==> config.mk <==
export PLATFORM = sky130hd
export DESIGN_NAME = subterranean_duplex_feeder_flat
export DESIGN_NICKNAME = d
export VERILOG_FILES = /design/src/rtl/subterranean_duplex_feeder_if.sv /design/src/rtl/subterranean_duplex_feeder.sv /design/src/flat_wrapper.sv
export SDC_FILE = /design/constraint.sdc
export NUM_CORES = 1
export LEC_CHECK = 0
export BUFFER_PORTS_ARGS = -buffer_cell sky130_fd_sc_hd__buf_2
export CORE_AREA = 2 2 179 181
export DETAILED_ROUTE_END_ITERATION = 10
export DIE_AREA = 0 0 181 183
export GPL_ROUTABILITY_DRIVEN = 0
export PLACE_DENSITY_LB_ADDON = 0.12
export SLEW_MARGIN = 20
export SYNTH_ARGS = -nofsm -noshare
export SYNTH_HDL_FRONTEND = slang
export SYNTH_SLANG_ARGS = --single-unit
export TNS_END_PERCENT = 50
==> constraint.sdc <==
create_clock -name clk -period 2.5 [get_ports clk]
set_input_delay 0.375 -clock clk [delete_from_list [all_inputs] [get_ports clk]]
set_output_delay 0.375 -clock clk [all_outputs]
set_load 0.05 [all_outputs]
==> src/rtl/subterranean_duplex_feeder_if.sv <==
// Bundle of the feeder's non-clock signals: message control, the 32-bit word
// stream in, the 4-lane block interface to the Subterranean duplex core, and
// the result stream out.
//
// Handshakes: a word moves when s_valid && s_ready on a rising clk edge, and a
// result moves when r_valid && r_ready. A sender must not withdraw or change a
// payload while valid is high and ready is low. ready may depend on state only,
// never on valid.
//
// modport slave  : the feeder itself
// modport master : the environment (word source, duplex core, result sink)
interface subterranean_duplex_feeder_if;
    logic         msg_init;
    logic         init_ready;
    logic [1:0]   mode;
    logic         s_valid;
    logic         s_ready;
    logic [31:0]  s_data;
    logic [2:0]   s_bytes;
    logic         s_last;
    logic         core_init;
    logic         core_start;
    logic         core_encrypt;
    logic         core_decrypt;
    logic [1:0]   core_enable_round;
    logic [127:0] core_din;
    logic [11:0]  core_din_size;
    logic [127:0] core_dout;
    logic         r_valid;
    logic         r_ready;
    logic [127:0] r_data;
    logic [11:0]  r_size;
    logic         r_last;

    modport slave (
        input  msg_init, mode, s_valid, s_data, s_bytes, s_last, core_dout, r_ready,
        output init_ready, s_ready, core_init, core_start, core_encrypt, core_decrypt,
               core_enable_round, core_din, core_din_size, r_valid, r_data, r_size, r_last
    );

    modport master (
        output msg_init, mode, s_valid, s_data, s_bytes, s_last, core_dout, r_ready,
        input  init_ready, s_ready, core_init, core_start, core_encrypt, core_decrypt,
               core_enable_round, core_din, core_din_size, r_valid, r_data, r_size, r_last
    );
endinterface

==> src/rtl/subterranean_duplex_feeder.sv <==
// Upstream feeder for the 4-round Subterranean duplex core.
// Packs up to four 32-bit words into a 128-bit block, issues the block to the
// core with a one-cycle start pulse, and registers the core's combinational
// output as a result handed downstream with valid/ready. A message that ends
// in a full 4-byte word gets an extra empty lane (or, if the block is already
// full, an extra block holding a single empty lane).
//
// Ports:
//   clk       clock
//   arstn     asynchronous active-low reset
//   bus       slave side of subterranean_duplex_feeder_if (stream, core, result)
//   dbg_state current FSM state, 0 = FILL, 1 = ISSUE
module subterranean_duplex_feeder (
    input  logic                          clk,
    input  logic                          arstn,
    subterranean_duplex_feeder_if.slave   bus,
    output logic                          dbg_state
);
    typedef enum logic {FILL = 1'b0, ISSUE = 1'b1} state_t;

    state_t        state_q, state_d;
    logic [2:0]    cnt_q, cnt_d;
    logic          pad_q, pad_d;
    logic          rlp_q, rlp_d;       // r_last for the block being built
    logic [1:0]    mode_q, mode_d;
    logic [31:0]   lane_data_q [4];
    logic [31:0]   lane_data_d [4];
    logic [2:0]    lane_size_q [4];
    logic [2:0]    lane_size_d [4];
    logic          r_valid_q, r_valid_d;
    logic [127:0]  r_data_q, r_data_d;
    logic [11:0]   r_size_q, r_size_d;
    logic          r_last_q, r_last_d;

    logic          accept;
    logic          fire;
    logic          full_end;
    logic [1:0]    idx;
    logic [1:0]    idx_nxt;
    logic [2:0]    cnt_m1;

    assign bus.s_ready    = (state_q == FILL) && !pad_q;
    assign bus.init_ready = (state_q == FILL) && (cnt_q == 3'd0) && !pad_q;
    assign bus.core_init  = bus.msg_init && bus.init_ready;

    assign accept   = bus.s_valid && bus.s_ready;
    // Issue only when the result register is free or is being drained now.
    assign fire     = (state_q == ISSUE) && (!r_valid_q || bus.r_ready);
    assign full_end = bus.s_last && (bus.s_bytes == 3'd4);
    assign idx      = cnt_q[1:0];
    assign idx_nxt  = idx + 2'd1;
    assign cnt_m1   = cnt_q - 3'd1;

    assign bus.core_start        = fire;
    assign bus.core_encrypt      = (mode_q == 2'b01);
    assign bus.core_decrypt      = (mode_q == 2'b10);
    // cnt==0 only when no block is held; report 0 rather than a wrapped 3.
    assign bus.core_enable_round = (cnt_q == 3'd0) ? 2'd0 : cnt_m1[1:0];

    for (genvar i = 0; i < 4; i++) begin : g_lanes
        assign bus.core_din[32*i +: 32]     = lane_data_q[i];
        assign bus.core_din_size[3*i +: 3]  = lane_size_q[i];
    end

    assign bus.r_valid = r_valid_q;
    assign bus.r_data  = r_data_q;
    assign bus.r_size  = r_size_q;
    assign bus.r_last  = r_last_q;
    assign dbg_state   = state_q;

    always_comb begin
        state_d     = state_q;
        cnt_d       = cnt_q;
        pad_d       = pad_q;
        rlp_d       = rlp_q;
        mode_d      = mode_q;
        lane_data_d = lane_data_q;
        lane_size_d = lane_size_q;
        r_valid_d   = r_valid_q && !bus.r_ready;
        r_data_d    = r_data_q;
        r_size_d    = r_size_q;
        r_last_d    = r_last_q;

        case (state_q)
            FILL: begin
                if (accept) begin
                    if (cnt_q == 3'd0) begin
                        mode_d = bus.mode;
                    end
                    lane_data_d[idx] = bus.s_data;
                    lane_size_d[idx] = bus.s_bytes;
                    cnt_d = cnt_q + 3'd1;
                    if (full_end && (idx != 2'd3)) begin
                        // Room left: the empty terminating lane joins this block.
                        lane_data_d[idx_nxt] = 32'd0;
                        lane_size_d[idx_nxt] = 3'd0;
                        cnt_d = cnt_q + 3'd2;
                    end
                    if (full_end && (idx == 2'd3)) begin
                        pad_d = 1'b1;
                    end
                    if ((idx == 2'd3) || bus.s_last) begin
                        state_d = ISSUE;
                        // A block that spills its terminator into a pad block
                        // does not close the message itself.
                        rlp_d = bus.s_last && !(full_end && (idx == 2'd3));
                    end
                end
            end
            ISSUE: begin
                if (fire) begin
                    r_valid_d = 1'b1;
                    r_data_d  = bus.core_dout;
                    r_size_d  = bus.core_din_size;
                    r_last_d  = rlp_q;
                    for (int i = 0; i < 4; i++) begin
                        lane_data_d[i] = 32'd0;
                        lane_size_d[i] = 3'd0;
                    end
                    cnt_d   = 3'd0;
                    state_d = FILL;
                    if (pad_q) begin
                        // Single empty lane block closing the message.
                        cnt_d   = 3'd1;
                        rlp_d   = 1'b1;
                        pad_d   = 1'b0;
                        state_d = ISSUE;
                    end
                end
            end
            default: state_d = FILL;
        endcase
    end

    always_ff @(posedge clk or negedge arstn) begin
        if (!arstn) begin
            state_q   <= FILL;
            cnt_q     <= 3'd0;
            pad_q     <= 1'b0;
            rlp_q     <= 1'b0;
            mode_q    <= 2'b00;
            for (int i = 0; i < 4; i++) begin
                lane_data_q[i] <= 32'd0;
                lane_size_q[i] <= 3'd0;
            end
            r_valid_q <= 1'b0;
            r_data_q  <= 128'd0;
            r_size_q  <= 12'd0;
            r_last_q  <= 1'b0;
        end else begin
            state_q     <= state_d;
            cnt_q       <= cnt_d;
            pad_q       <= pad_d;
            rlp_q       <= rlp_d;
            mode_q      <= mode_d;
            lane_data_q <= lane_data_d;
            lane_size_q <= lane_size_d;
            r_valid_q   <= r_valid_d;
            r_data_q    <= r_data_d;
            r_size_q    <= r_size_d;
            r_last_q    <= r_last_d;
        end
    end
endmodule

==> src/flat_wrapper.sv <==
// flat-port wrapper written by rule: the top's interface ports become plain ports
module subterranean_duplex_feeder_flat 
  (clk, arstn, dbg_state, bus_msg_init, bus_mode, bus_s_valid, bus_s_data, bus_s_bytes, bus_s_last, bus_core_dout, bus_r_ready, bus_init_ready, bus_s_ready, bus_core_init, bus_core_start, bus_core_encrypt, bus_core_decrypt, bus_core_enable_round, bus_core_din, bus_core_din_size, bus_r_valid, bus_r_data, bus_r_size, bus_r_last);
  subterranean_duplex_feeder_if bus_i ();
  input  logic clk;
  input  logic arstn;
  output logic dbg_state;
  input wire logic [$bits(bus_i.msg_init)-1:0] bus_msg_init;
  input wire logic [$bits(bus_i.mode)-1:0] bus_mode;
  input wire logic [$bits(bus_i.s_valid)-1:0] bus_s_valid;
  input wire logic [$bits(bus_i.s_data)-1:0] bus_s_data;
  input wire logic [$bits(bus_i.s_bytes)-1:0] bus_s_bytes;
  input wire logic [$bits(bus_i.s_last)-1:0] bus_s_last;
  input wire logic [$bits(bus_i.core_dout)-1:0] bus_core_dout;
  input wire logic [$bits(bus_i.r_ready)-1:0] bus_r_ready;
  output wire logic [$bits(bus_i.init_ready)-1:0] bus_init_ready;
  output wire logic [$bits(bus_i.s_ready)-1:0] bus_s_ready;
  output wire logic [$bits(bus_i.core_init)-1:0] bus_core_init;
  output wire logic [$bits(bus_i.core_start)-1:0] bus_core_start;
  output wire logic [$bits(bus_i.core_encrypt)-1:0] bus_core_encrypt;
  output wire logic [$bits(bus_i.core_decrypt)-1:0] bus_core_decrypt;
  output wire logic [$bits(bus_i.core_enable_round)-1:0] bus_core_enable_round;
  output wire logic [$bits(bus_i.core_din)-1:0] bus_core_din;
  output wire logic [$bits(bus_i.core_din_size)-1:0] bus_core_din_size;
  output wire logic [$bits(bus_i.r_valid)-1:0] bus_r_valid;
  output wire logic [$bits(bus_i.r_data)-1:0] bus_r_data;
  output wire logic [$bits(bus_i.r_size)-1:0] bus_r_size;
  output wire logic [$bits(bus_i.r_last)-1:0] bus_r_last;
  assign bus_i.msg_init = bus_msg_init;
  assign bus_i.mode = bus_mode;
  assign bus_i.s_valid = bus_s_valid;
  assign bus_i.s_data = bus_s_data;
  assign bus_i.s_bytes = bus_s_bytes;
  assign bus_i.s_last = bus_s_last;
  assign bus_i.core_dout = bus_core_dout;
  assign bus_i.r_ready = bus_r_ready;
  assign bus_init_ready = bus_i.init_ready;
  assign bus_s_ready = bus_i.s_ready;
  assign bus_core_init = bus_i.core_init;
  assign bus_core_start = bus_i.core_start;
  assign bus_core_encrypt = bus_i.core_encrypt;
  assign bus_core_decrypt = bus_i.core_decrypt;
  assign bus_core_enable_round = bus_i.core_enable_round;
  assign bus_core_din = bus_i.core_din;
  assign bus_core_din_size = bus_i.core_din_size;
  assign bus_r_valid = bus_i.r_valid;
  assign bus_r_data = bus_i.r_data;
  assign bus_r_size = bus_i.r_size;
  assign bus_r_last = bus_i.r_last;
  subterranean_duplex_feeder u_core (.clk(clk), .arstn(arstn), .bus(bus_i), .dbg_state(dbg_state));
endmodule
Word-level counts from Yosys, hierarchy flattened:

Cells that the tools add are included.

* word-level logic and storage cells: 107
* memories kept: 0
* output and inout port bits: 291
* input port bits: 171
* bits in read-only memories: 0
* flip-flop bits (word level): 290
* bits in latches: 0
* bits in writable memories: 0

* magnitude comparators: 4
* muxes and demuxes: 40
* reduce and logical (&&, ||, !) cells: 25
* multipliers: 0
* div/mod/pow operators: 0
* shift-type cells: 0
* add/sub/neg operators: 4
* equality and inequality tests: 10
* bitwise operators: 7

Operators with widths (count)
* two-way mux 128 bit: 3
* case mux 128 bit (2 select lines): 1
* AND 128 bit: 1
* bitwise mux 128 bit: 1
* demux 32 bit (select 2 bit): 2
* inverter 128 bit: 1
* two-way mux 32 bit: 2
* two-way mux 12 bit: 3
* case mux 12 bit (2 select lines): 1
* two-way mux 3 bit: 5
* two-way mux 1 bit: 14
* logical AND 1 bit: 13
* AND 12 bit: 1
* bitwise mux 12 bit: 1
* demux 3 bit (select 2 bit): 2
* inverter 12 bit: 1
* != test 2 bit, second input constant: 5
* greater-or-equal comparator 3 bit, second input constant: 2
* less-than comparator 3 x 1 -> 1 bit, second input constant: 2
* inverter 2 -> 3 bit: 2
* case mux 1 bit (2 select lines): 3
* case mux 3 bit (2 select lines): 1
* AND reduction 3 bit: 2
* == test 2 bit, second input constant: 2
* 14 further kinds: 19

Depth between registers and ports, before layout:

* depth after elaboration: 11
* mapped depth: 8
* depth with buffers taken out: 6

Worst setup path before layout:

OpenSTA, ideal clock, no wires.

* path type: reg2reg
* from: register u_core.state_q (netlist: u_core.dbg_state)
* to: register u_core.lane_size_q (netlist bit u_core.bus.core_din_size[6])
* data arrival time: 2538 ps
* path slack: -158 ps
* stages on the path, launching flop included: 7
* period minus slack after synthesis: 2658 ps
* path through: dfrtp_1 -> buf_6 -> nor2_1 -> nand2_1 -> o31ai_4 -> buf_6 -> nor2_1

* longest elaborated chain between the ends: 5
* elaborated cells on any way between the ends: 8
* classes of those cells: eq/ne: 2; mux: 1; bitwise: 1; reduce/logical: 4

RTL lines
* start: declaration: RTL line subterranean_duplex_feeder.sv:21 `state_t state_q, state_d;`
* start signal: assignment: RTL line subterranean_duplex_feeder.sv:151 `state_q <= state_d;`
* inverter 1 bit (no line)
* logical AND 1 bit: RTL line subterranean_duplex_feeder.sv:42 `assign bus.s_ready = (state_q == FILL) && !pad_q;`
* named net bus_s_ready: RTL line flat_wrapper.sv:17 `output wire logic [$bits(bus_i.s_ready)-1:0] bus_s_ready;`
* logical AND 1 bit: RTL line subterranean_duplex_feeder.sv:46 `assign accept = bus.s_valid && bus.s_ready;`
* != test 2 x 1 -> 1 bit (no line)
* AND reduction 2 bit (no line)
* end signal: assignment: RTL line subterranean_duplex_feeder.sv:157 `lane_size_q <= lane_size_d;`
* end: declaration: RTL line subterranean_duplex_feeder.sv:28 `logic [2:0] lane_size_q [4];`

The timed path passes the listed nets, and every way through them passes these cells.
A chain may end at the register's enable or synchronous reset.

Worst setup path after layout:

* from: register u_core.cnt_q[1]
* to: output bus_core_init

* longest elaborated chain between the ends: 4

RTL lines
* start: declaration: RTL line subterranean_duplex_feeder.sv:22 `logic [2:0] cnt_q, cnt_d;`
* start signal: assignment: RTL line subterranean_duplex_feeder.sv:152 `cnt_q <= cnt_d;`
* logical NOT 3 bit: RTL line subterranean_duplex_feeder.sv:43 `assign bus.init_ready = (state_q == FILL) && (cnt_q == 3'd0) && !pad_q;`
* logical AND 1 bit (2 in series): RTL line subterranean_duplex_feeder.sv:43
* logical AND 1 bit: RTL line subterranean_duplex_feeder.sv:44 `assign bus.core_init = bus.msg_init && bus.init_ready;`
* end: declaration: RTL line flat_wrapper.sv:18 `output wire logic [$bits(bus_i.core_init)-1:0] bus_core_init;`

No other way between the ends.

==> results.txt <==
----------------------------------------------------
[Yosys]
  Count of flip-flops with a built-in enable after synthesis ... 0
  Post-Syn Area per Cell ... between 9 and 10 um2
  Sequential cell area fraction in the yosys report ... 0.623
  Post-synthesis net count ... 1388
  Post-synthesis register bit count ... 290
  Main flop type after synthesis ... dfrtp_1
  Number of different library cells in the post-synthesis netlist ... 35
  Number of warning messages in the yosys log ... 0
  FFs w/ async S/R, synth ... 1.00
  Number of cells produced by synthesis ... 1210
  Mapped Area ... 0.0117 mm2

[Cells and area]
  Post-route design area ... approximately 0.016 mm2
  Growth of design area from synthesis to finish ... 34.5%
  Footprint of the flip-flops and latches ... 0.00726 mm2
  Area used by multi-input combinational logic ... 0.00407 mm2
  Fraction of layout cells with a size suffix above 1 ... 0.334
  Final net count ... 1850
  Fill cell instance count of the final layout ... 3058

[Global route]
  Initial antenna violation count ... 3
  Maximum number of pins on one net before global-route repair ... 115
  Via count of the first global-routing pass ... 9896
  Wire length of the first global-routing pass ... between 50 and 60 mm
  Overall track demand over capacity in global routing ... 0.228
  Gr ovfl total ... 0

[STA]
  Final hold violation count ... 0
  Highest clock frequency the design can meet ... 429 MHz
  RSZ-0062 raised after global routing ... false
  Minimum clock period ... 2330 ps
  Number of setup violations in the final report ... 0
  Worst Tran Pin Value ... 645 ps
  Count of final max-slew check failures ... 0
  Worst slew margin relative to its limit ... 0.570
  Share of the clock period used by the worst path after layout ... 0.932
  Worst clock skew on the final layout ... 17.9 ps
  TNS Setup ... 0 ps

[Critical path]
  Crit path arrival time ... approximately 2000 ps
  Req. time, crit path ... 2120 ps
  Type of element launching the critical path ... flop
  Sort of element at the end of the critical path ... primary output
  Critical path origin ... u_core.cnt_q[1]
  Beginning of the worst register-to-register path ... u_core.pad_q
  Max Fanout on Critical Path ... 7
  CP Class ... reg -> out

[Floorplanning]
  Boundary pin count ... ~460
  Standard-cell row count ... 65
  Die footprint ... approximately 0.033 mm2
  DIE HEIGHT ... 183 um
  Std-Cell Core Area ... 0.0312 mm2
  Initial Util ... 0.373
  Chip width ... 181 um

[Clocking]
  Sink count of the clock tree ... 290
  CTS tree ... built
  Reg clk slew, reported paths ... about 60 ps
  Buffer depth of the longest clock path ... 3
  Worst skew pair latency ... 510 ps
  Buffer cell driving the clock tree root ... clkbuf_16
  CTS H-tree lvls ... 2
  Post-CTS Setup Bufs ... 0
  CTS buffer count ... 34

[Run]
  Count of maximum capacitance violations ... 0

[Route]
  Number of detailed-routing iterations run before antenna repair ... 5
  Routed length per instance ... 18.2 um
  Number of design rule violations left after detail routing ... 0
  Routed via count divided by cell count ... between 4 and 5
  Final Routed Wirelength ... 38.2 mm
  Number of DRC markers in iteration 0 ... 555
  DRT antenna net count ... 0
  DR vias ... 9836

[Place]
  Half-perimeter wire length after detailed placement ... 26.9 mm
  Area of placed instances ... 0.0146 mm2
  Count of input and output buffers ... 461

[Outcome]
  Result of the run ... completed

[Min path]
  Hold WC Path Type ... in -> reg
  Hold Startpoint ... bus_core_dout[99]

----------------------------------------------------
==> path summary, 6_finish.rpt <==
| path | endpoint | slack (ps) | depth (start not counted) |
|---|---|---|---|
| worst max register to register | u_core.bus.core_din[80] | 500 | 5 |
| worst min-delay path | u_core.bus.r_data[99] | 50 | 3 |
| min in group asynchronous | u_core.bus.r_data[105] | 440 | 2 |
| max in group asynchronous | u_core.bus.r_data[42] | 1250 | 3 |
| worst max-delay path | bus_core_init | 170 | 5 |
| worst min register to register | u_core.bus.r_data[28] | 470 | 2 |
==> kinds of logic after synthesis <==
family,synth area share
DFF,0.623
adders and majority gates,0.00751
buffers and inverters,0.0339
AOI/OAI and AO/OA,0.0500
xor gates and xnor gates,0.000752
and+or+nand+nor,0.222
muxes,0.0630
==> cells in the mapped netlist (4+ instances only) <==
| cell | number | area share |
|---|---|---|
| nand2_1 | 572 | 0.18 |
| dfrtp_1 | 290 | 0.62 |
| nor2_1 | 74 | 0.024 |
| a21oi_1 | 72 | 0.031 |
| mux2i_1 | 70 | 0.060 |
| buf_2 | 34 | 0.015 |
| clkbuf_1 | 18 | 0.0058 |
| buf_6 | 7 | 0.0068 |
| ha_1 | 7 | 0.0075 |
| buf_1 | 6 | 0.0019 |
| inv_1 | 6 | 0.0019 |
| nand3_1 | 6 | 0.0026 |
| o21ai_0 | 5 | 0.0021 |
| buf_4 | 4 | 0.0026 |
| nor2b_1 | 4 | 0.0021 |
==> sequential cells by signal (all words and copies together) (netlist names), 2 cells and up <==
signal	count
u_core.bus.core_din	128
u_core.bus.r_size	12
u_core.cnt_q	3
u_core.mode_q	2
u_core.bus.core_din_size	12
u_core.bus.r_data	128
==> layout make-up <==
cell class / count / share of cell area
multi-input cells: 844 / 0.259
flip-flops and latches: 290 / 0.463
clock inverters: 5 / 0.00184
diodes: 1 / 0.000160
repair buffers: 495 / 0.173
inverters: 7 / 0.00200
clock buffers: 53 / 0.0680
well taps: 402 / 0.0321
==> timing repair <==
action | in CTS | in global routing
setup endpoints to repair | 2 | 4
hold buffers | 1 | 0
gates resized for setup | 1 | 5
endpoints found under the hold margin | 64 | 0
pin swaps | 0 | 0
==> placed cells by master, fill, tap and decap left out, types with 2 or more instances in the layout <==
master / synthesis / routed
buf_4: 4 / 22
clkbuf_8: 0 / 8
nand3_1: 6 / 6
nor3b_1: 2 / 2
and2_1: 3 / 3
nand2_1: 572 / 572
buf_12: 0 / 11
buf_2: 34 / 458
and3_1: 2 / 2
clkbuf_1: 18 / 8
a21oi_4: 0 / 2
clkbuf_16: 0 / 37
a21oi_1: 72 / 72
nand2b_1: 3 / 3
dfrtp_1: 290 / 289
mux2i_1: 70 / 70
o32ai_4: 2 / 3
nor2b_1: 4 / 3
clkinv_2: 0 / 4
and4bb_2: 3 / 3
clkbuf_4: 0 / 2
mux2_2: 3 / 3
inv_6: 0 / 2
nor2_1: 74 / 73
ha_1: 7 / 7
o31ai_4: 2 / 2
o21ai_0: 5 / 5
inv_1: 6 / 5
a21o_1: 2 / 2
==> critical path, stage by stage (launching register included) <==
cell      delay (ps)
dfrtp_1          450
inv_1            150
ha_1             250
nor2b_4          210
and3_1           170
clkbuf_4         220
==> metal layers <==
layer	vias up	routed length [um]	global-route usage
met4	4	790	0.0585
met3	51	2770	0.0594
met2	321	19200	0.403
met5	-	24	0
met1	4709	15400	0.279
li1	4751	-	-
==> through the flow <==
| step | hold slack (ps) | instances | setup WS [ps] | utilization |
|---|---|---|---|---|
| after detailed placement | 414 | 2037 | 451 | 0.466 |
| after global routing | 42.4 | 2097 | 36.9 | 0.502 |
| after floorplan | 79.4 | 1210 | 180 | - |
| final | 54.6 | 2097 | 170 | 0.502 |
| after CTS | 34.0 | 2096 | 0.750 | 0.501 |
| after global placement | 423 | 2037 | 497 | 0.466 |
Power is left out: the tool's default activity adds up to more than one toggle a clock period on the data nets, which glitch-free logic cannot reach.
